## src/rtl/xsim_innerprod_top.sv

```systemverilog
// Inner-product simulation top: consumes header/payload request messages, accumulates
// signed 16x16 products into a wrapping 32-bit accumulator, and returns results through a FWFT FIFO.
module xsim_innerprod_top #(
    parameter int RSP_DEPTH = 4
) (
    input  logic        CLK,
    input  logic        RST_N,
    input  logic        msgSink_src_rdy_b,
    input  logic [31:0] msgSink_beat_v,
    output logic        msgSink_dst_rdy,
    output logic        msgSource_src_rdy,
    output logic [31:0] msgSource_beat,
    input  logic        msgSource_dst_rdy_b,
    output logic        CLK_singleClock,
    output logic        CLK_GATE_singleClock,
    output logic        RST_N_singleReset
);
    localparam int AW = $clog2(RSP_DEPTH);
    localparam logic [AW:0] ROOM_LIM = (AW+1)'(RSP_DEPTH - 2);

    localparam logic [0:0] ST_HDR = 1'b0;
    localparam logic [0:0] ST_PAY = 1'b1;

    localparam logic [15:0] M_CLEAR  = 16'd0;
    localparam logic [15:0] M_DATA   = 16'd1;
    localparam logic [15:0] M_RESULT = 16'd2;
    localparam logic [31:0] RSP_HDR  = {16'h0001, 16'd1};

    logic [0:0]         state;
    logic [15:0]        method;
    logic [15:0]        remaining;
    logic signed [31:0] acc;

    logic [31:0]   fifoMem [RSP_DEPTH];
    logic [AW-1:0] wrPtr;
    logic [AW-1:0] wrPtrNext;
    logic [AW-1:0] rdPtr;
    logic [AW:0]   count;

    logic [15:0] curMethod;
    logic        completing;
    logic        resultDone;
    logic        fifoRoom;
    logic        sinkFire;
    logic        push;
    logic        pop;
    logic        doClear;
    logic        doData;

    // Signed 16x16 product of the two packed halves; the 32-bit result is exact.
    function automatic logic signed [31:0] mulPair(input logic [31:0] beat);
        logic signed [15:0] a;
        logic signed [15:0] b;
        a = beat[31:16];
        b = beat[15:0];
        return 32'(a) * 32'(b);
    endfunction

    // In HDR the incoming beat itself decides whether this transfer completes a message.
    always_comb begin
        curMethod  = (state == ST_HDR) ? msgSink_beat_v[31:16] : method;
        completing = (state == ST_HDR) ? (msgSink_beat_v[15:0] == 16'd0)
                                       : (remaining == 16'd1);
        resultDone = completing && (curMethod == M_RESULT);
        fifoRoom   = (count <= ROOM_LIM);
    end

    assign msgSink_dst_rdy = RST_N && !(resultDone && !fifoRoom);
    assign sinkFire        = msgSink_src_rdy_b && msgSink_dst_rdy;
    assign push            = sinkFire && resultDone;
    assign pop             = msgSource_dst_rdy_b && (count != '0);
    assign doClear         = sinkFire && completing && (curMethod == M_CLEAR);
    assign doData          = sinkFire && (state == ST_PAY) && (method == M_DATA);
    assign wrPtrNext       = wrPtr + AW'(1);

    always_ff @(posedge CLK or negedge RST_N) begin
        if (!RST_N) begin
            state     <= ST_HDR;
            method    <= '0;
            remaining <= '0;
            acc       <= '0;
        end else begin
            if (doClear)
                acc <= '0;
            else if (doData)
                acc <= acc + mulPair(msgSink_beat_v);
            if (sinkFire) begin
                if (state == ST_HDR) begin
                    method <= msgSink_beat_v[31:16];
                    if (msgSink_beat_v[15:0] != 16'd0) begin
                        state     <= ST_PAY;
                        remaining <= msgSink_beat_v[15:0];
                    end
                end else begin
                    remaining <= remaining - 16'd1;
                    if (remaining == 16'd1)
                        state <= ST_HDR;
                end
            end
        end
    end

    // A RESULT pushes header and value together, so the write side advances by two.
    always_ff @(posedge CLK or negedge RST_N) begin
        if (!RST_N) begin
            wrPtr <= '0;
            rdPtr <= '0;
            count <= '0;
        end else begin
            if (push)
                wrPtr <= wrPtr + AW'(2);
            if (pop)
                rdPtr <= rdPtr + AW'(1);
            case ({push, pop})
                2'b10:   count <= count + (AW+1)'(2);
                2'b11:   count <= count + (AW+1)'(1);
                2'b01:   count <= count - (AW+1)'(1);
                default: count <= count;
            endcase
        end
    end

    always_ff @(posedge CLK) begin
        if (push) begin
            fifoMem[wrPtr]     <= RSP_HDR;
            fifoMem[wrPtrNext] <= acc;
        end
    end

    assign msgSource_src_rdy = (count != '0);
    assign msgSource_beat    = (count != '0) ? fifoMem[rdPtr] : 32'd0;

    assign CLK_singleClock      = CLK;
    assign CLK_GATE_singleClock = 1'b1;
    assign RST_N_singleReset    = RST_N;
endmodule

```

## config.mk

```make
export PLATFORM = sky130hd
export DESIGN_NAME = xsim_innerprod_top
export DESIGN_NICKNAME = d
export VERILOG_FILES = /design/src/rtl/xsim_innerprod_top.sv
export SDC_FILE = /design/constraint.sdc
export NUM_CORES = 1
export LEC_CHECK = 0
export ABC_CLOCK_PERIOD_IN_PS = 16329
export BUFFER_PORTS_ARGS = -buffer_cell sky130_fd_sc_hd__clkbuf_2
export CORE_MARGIN = 3
export CORE_UTILIZATION = 55
export CTS_CLUSTER_DIAMETER = 50
export DETAILED_ROUTE_END_ITERATION = 8
export PLACE_DENSITY = 0.73
export SYNTH_ARGS = -nofsm -noshare
export SYNTH_HDL_FRONTEND = slang
export SYNTH_SLANG_ARGS = --single-unit
```

## constraint.sdc

```tcl
create_clock -name CLK -period 16.33 [get_ports CLK]
set_input_delay 3.266 -clock CLK [delete_from_list [all_inputs] [get_ports CLK]]
set_output_delay 3.266 -clock CLK [all_outputs]
set_load 0.03 [all_outputs]
```

# After elaboration in Yosys (flattened, before gate mapping)
# Memories as Yosys holds them, arrays and structs flattened.
# Cells that the tools add are included.
# word_totals
mem_bits_rw	128
elab_cells	57
output_inout_bits	37
reg_bits	72
input_bits	36
memories	1
# classes
addsub	8
eq_ne	6
reduce_logical	20
magnitude_cmp	1
mul	1
mux	13
# memory_table
memory	words	word_bits	read_ports	rd_ports_with_merged_regs	wr	line	source
fifoMem	4	32	1	0	2	34	logic [31:0] fifoMem [RSP_DEPTH];
# op_table
op	count
32-bit two-way mux	3
16-bit two-way mux	3
32-bit adder	1
16-bit by 1-bit == test with 1-bit output, second input constant	2
16-bit zero test	2
16-bit by 16-bit multiplier with 32-bit output	1
16-bit by 2-bit == test with 1-bit output, second input constant	1
16-bit nonzero test	1
16-bit by 1-bit subtractor with 16-bit output, second input constant	1
1-bit logical AND	10
3-bit one-hot mux with 3 select lines	1
1-bit two-way mux	6
3-bit nonzero test	2
2-bit by 1-bit adder with 2-bit output, second input constant	2
2-bit == test, second input constant	2
2-bit nonzero test	2
3-bit by 1-bit adder with 3-bit output, second input constant	1
3-bit by 2-bit adder with 3-bit output, second input constant	1
3-bit by 2-bit less-or-equal comparator with 1-bit output, second input constant	1
3-bit by 1-bit subtractor with 3-bit output, second input constant	1
2-bit adder, second input constant	1
2-bit by 1-bit == test with 1-bit output, second input constant	1
1-bit zero test	2
2-bit AND reduction	1

# Logic depth before layout (Yosys ltp)
# logic_depth
depth_word	11
depth_mapped	24
ltp_nobuf	22

==> run_results.csv <==
group,metric,value,unit
critical_path,end_kind,"primary output",
timing,fin_worst_skew,13.8,ps
critical_path,cp.arrival,8750,ps
critical_path,worst-r2r-cell-count,17,
clocking,clk_latency,440,ps
logic_synthesis,ys.flop_type,"dfrtp_1",
logic_synthesis,ys_async_sr_fraction,0.526,
clocking,root_buffer,"clkbuf_16",
cells_and_area,drive_above_1_share,0.0804,
critical_path,cp_slowest_cell,"clkbuf_16",
grt,grt_pass1_vias,12583,
placed_design,place_inst,2075,
grt,antenna_found_initial,0,
logic_synthesis,syn_area_per_cell,9.97,sq um
routing,drt-pass1-iter-count,6,
timing,relSlewSlack,0.210,
floorplanning,start_util,0.560,
routing,via_per_inst,5.61,
timing,worst_pin_slew,1170,ps
cells_and_area,layout.nets,2134,
hold_path,hold_depth,1,
logic_synthesis,syn_inst,1674,
routing,wire_per_inst,18.3,microns
routing,first_iter_violations,891,
cells_and_area,fillCellCount,2557,
clocking,post-cts-setup-buffer-count,0,
timing,drv_slew,0,
critical_path,critical_path_class,"clock port to primary output",
timing,setup_viol,0,
grt,grt.total_usage,0.248,
timing,finalHoldViolCount,0,
hold_path,min_path_type,"register to register",
cells_and_area,areaGrowthSynthToFinish,6.96,%
clocking,h-tree-depth,4,
placed_design,io_buffer_count,71,
floorplanning,die-area,0.0325,sq mm
logic_synthesis,synth-seq-cells,135,
cells_and_area,final_common_cell,"inv_1",
cells_and_area,multi_input_area,0.0114,sq mm
placed_design,dpl_cell_area,0.0173,sq mm
grt,grt_max_degree,72,
floorplanning,dieWidth,180,microns
critical_path,cp_cell_sequence,"clkbuf_16 > clkbuf_16 > clkbuf_2",
logic_synthesis,yosysSeqAreaShare,0.222,
routing,drc,0,
critical_path,cp_slowest_stage_delay,200,ps
grt,grt-ovfl-total,0,
logic_synthesis,syn-num-nets,2104,
critical_path,cp-start-kind,"clock port",
floorplanning,placementRows,63,
floorplanning,ios,73,
grt,grt_pass1_wl,64.4,mm
cells_and_area,n_antenna_cell,0,
cells_and_area,fin_area,0.0179,sq mm
cells_and_area,ff_latch_area,0.00370,sq mm
outcome,outcome,"finished clean",
clocking,hold_buffers,0,
routing,ant_nets,0,
critical_path,crit_required,13060,ps
routing,drt_wl_total,38.6,mm
clocking,clk_pin_slew,60,ps
timing,fin_tns_setup,0,ps
cells_and_area,mostFrequentLayoutCells,"inv_1 (346), fa_1 (293), nand2_1 (178)",
clocking,cts.repair.resized,0,
logic_synthesis,synth-edff-count,64,
clocking,cts_buffers,17,
clocking,clk_path_buf_depth,2,
timing,grt_setup_unrepaired,"no",
logic_synthesis,syn_area,0.0167,sq mm
critical_path,path_max_fanout,16,
floorplanning,core,0.0298,sq mm
placed_design,gp_congestion,0.889,
critical_path,worst_path_most_repeated_cell,"clkbuf_16",
clocking,tritoncts,"yes",
logic_synthesis,ys_warn_count,0,
logic_synthesis,synth.distinct_cells,61,
placed_design,dp_hpwl,30.2,mm
routing,vias,11826,
floorplanning,die_h,180,microns
job,cap_violations,0,
cells_and_area,final_cells,2107,
critical path: cells and delay by family:
family / cells / cell delay, ps
buf+inv: 3 / 580
routing by layer:
metal	track usage	wire length, microns	vias up
met2	0.440	20500	355
met5	0	0	-
met1	0.314	14800	6109
li1	-	-	5276
met3	0.0335	1990	86
met4	0.0872	1340	0
per-stage QoR:
step	setup WS [ps]	hold slack, ps	utilization
after floorplan	4750	460	-
after global placement	4740	487	0.580
after detailed placement	4740	493	0.580
after CTS	4300	511	0.599
after global routing	4290	519	0.599
final	4310	508	0.599
logic make-up after synthesis:
group | after synthesis | synth area share
compound gates | 180 | 0.0669
xor+xnor | 37 | 0.0194
fa+ha+maj | 394 | 0.427
buf+inv | 411 | 0.0959
flops | 135 | 0.222
mux | 50 | 0.0334
other cells | 1 | 0.000225
simple gates | 466 | 0.136
flip-flops by register name, indices dropped and copies added (netlist names):
signal	flops
rdPtr	2
remaining	16
count	3
state	1
acc	32
method	16
wrPtr	1
fifoMem	64
final cells by class:
type / instances / area share
Tap cell: 390 / 0.0273
Timing Repair Buffer: 75 / 0.0219
Clock buffer: 20 / 0.0245
Clock inverter: 13 / 0.00750
Inverter: 346 / 0.0727
Sequential cell: 135 / 0.207
Multi-Input combinational cell: 1128 / 0.639
synth_stat cells (5+ instances only):
| library cell | instances | area share |
|---|---|---|
| inv_1 | 346 | 0.078 |
| fa_1 | 293 | 0.35 |
| nand2_1 | 178 | 0.040 |
| and2_1 | 124 | 0.046 |
| ha_1 | 101 | 0.076 |
| nor2_1 | 75 | 0.017 |
| dfrtp_1 | 71 | 0.11 |
| edfxtp_1 | 64 | 0.12 |
| o21ai_0 | 61 | 0.018 |
| clkbuf_1 | 55 | 0.012 |
| a21oi_1 | 45 | 0.013 |
| mux2i_1 | 34 | 0.020 |
| xnor2_1 | 25 | 0.013 |
| nand3_1 | 24 | 0.0072 |
| nor4_1 | 14 | 0.0052 |
| o22ai_1 | 13 | 0.0049 |
| nor3_1 | 12 | 0.0036 |
| xor2_1 | 12 | 0.0063 |
| a211oi_1 | 10 | 0.0045 |
| mux2_4 | 10 | 0.0090 |
| nand2b_1 | 10 | 0.0037 |
| a22o_1 | 6 | 0.0031 |
| mux2_2 | 6 | 0.0040 |
| o211ai_1 | 6 | 0.0027 |
| a2111oi_0 | 5 | 0.0026 |
| a21o_1 | 5 | 0.0022 |
| and3_1 | 5 | 0.0019 |
final timing paths:
check	start	slack, ps	endpoint
worst min-delay path	method[2]	510	method[2]
max in group asynchronous	RST_N	12490	rdPtr[1]
worst min register to register	method[2]	510	method[2]
min in group asynchronous	RST_N	3170	remaining[0]
worst max register to register	acc[15]	10480	acc[24]
worst max-delay path	CLK	4310	CLK_singleClock
Power is not shown: default switching activity piles up to over one toggle a cycle in this logic, so the estimate is an artifact.
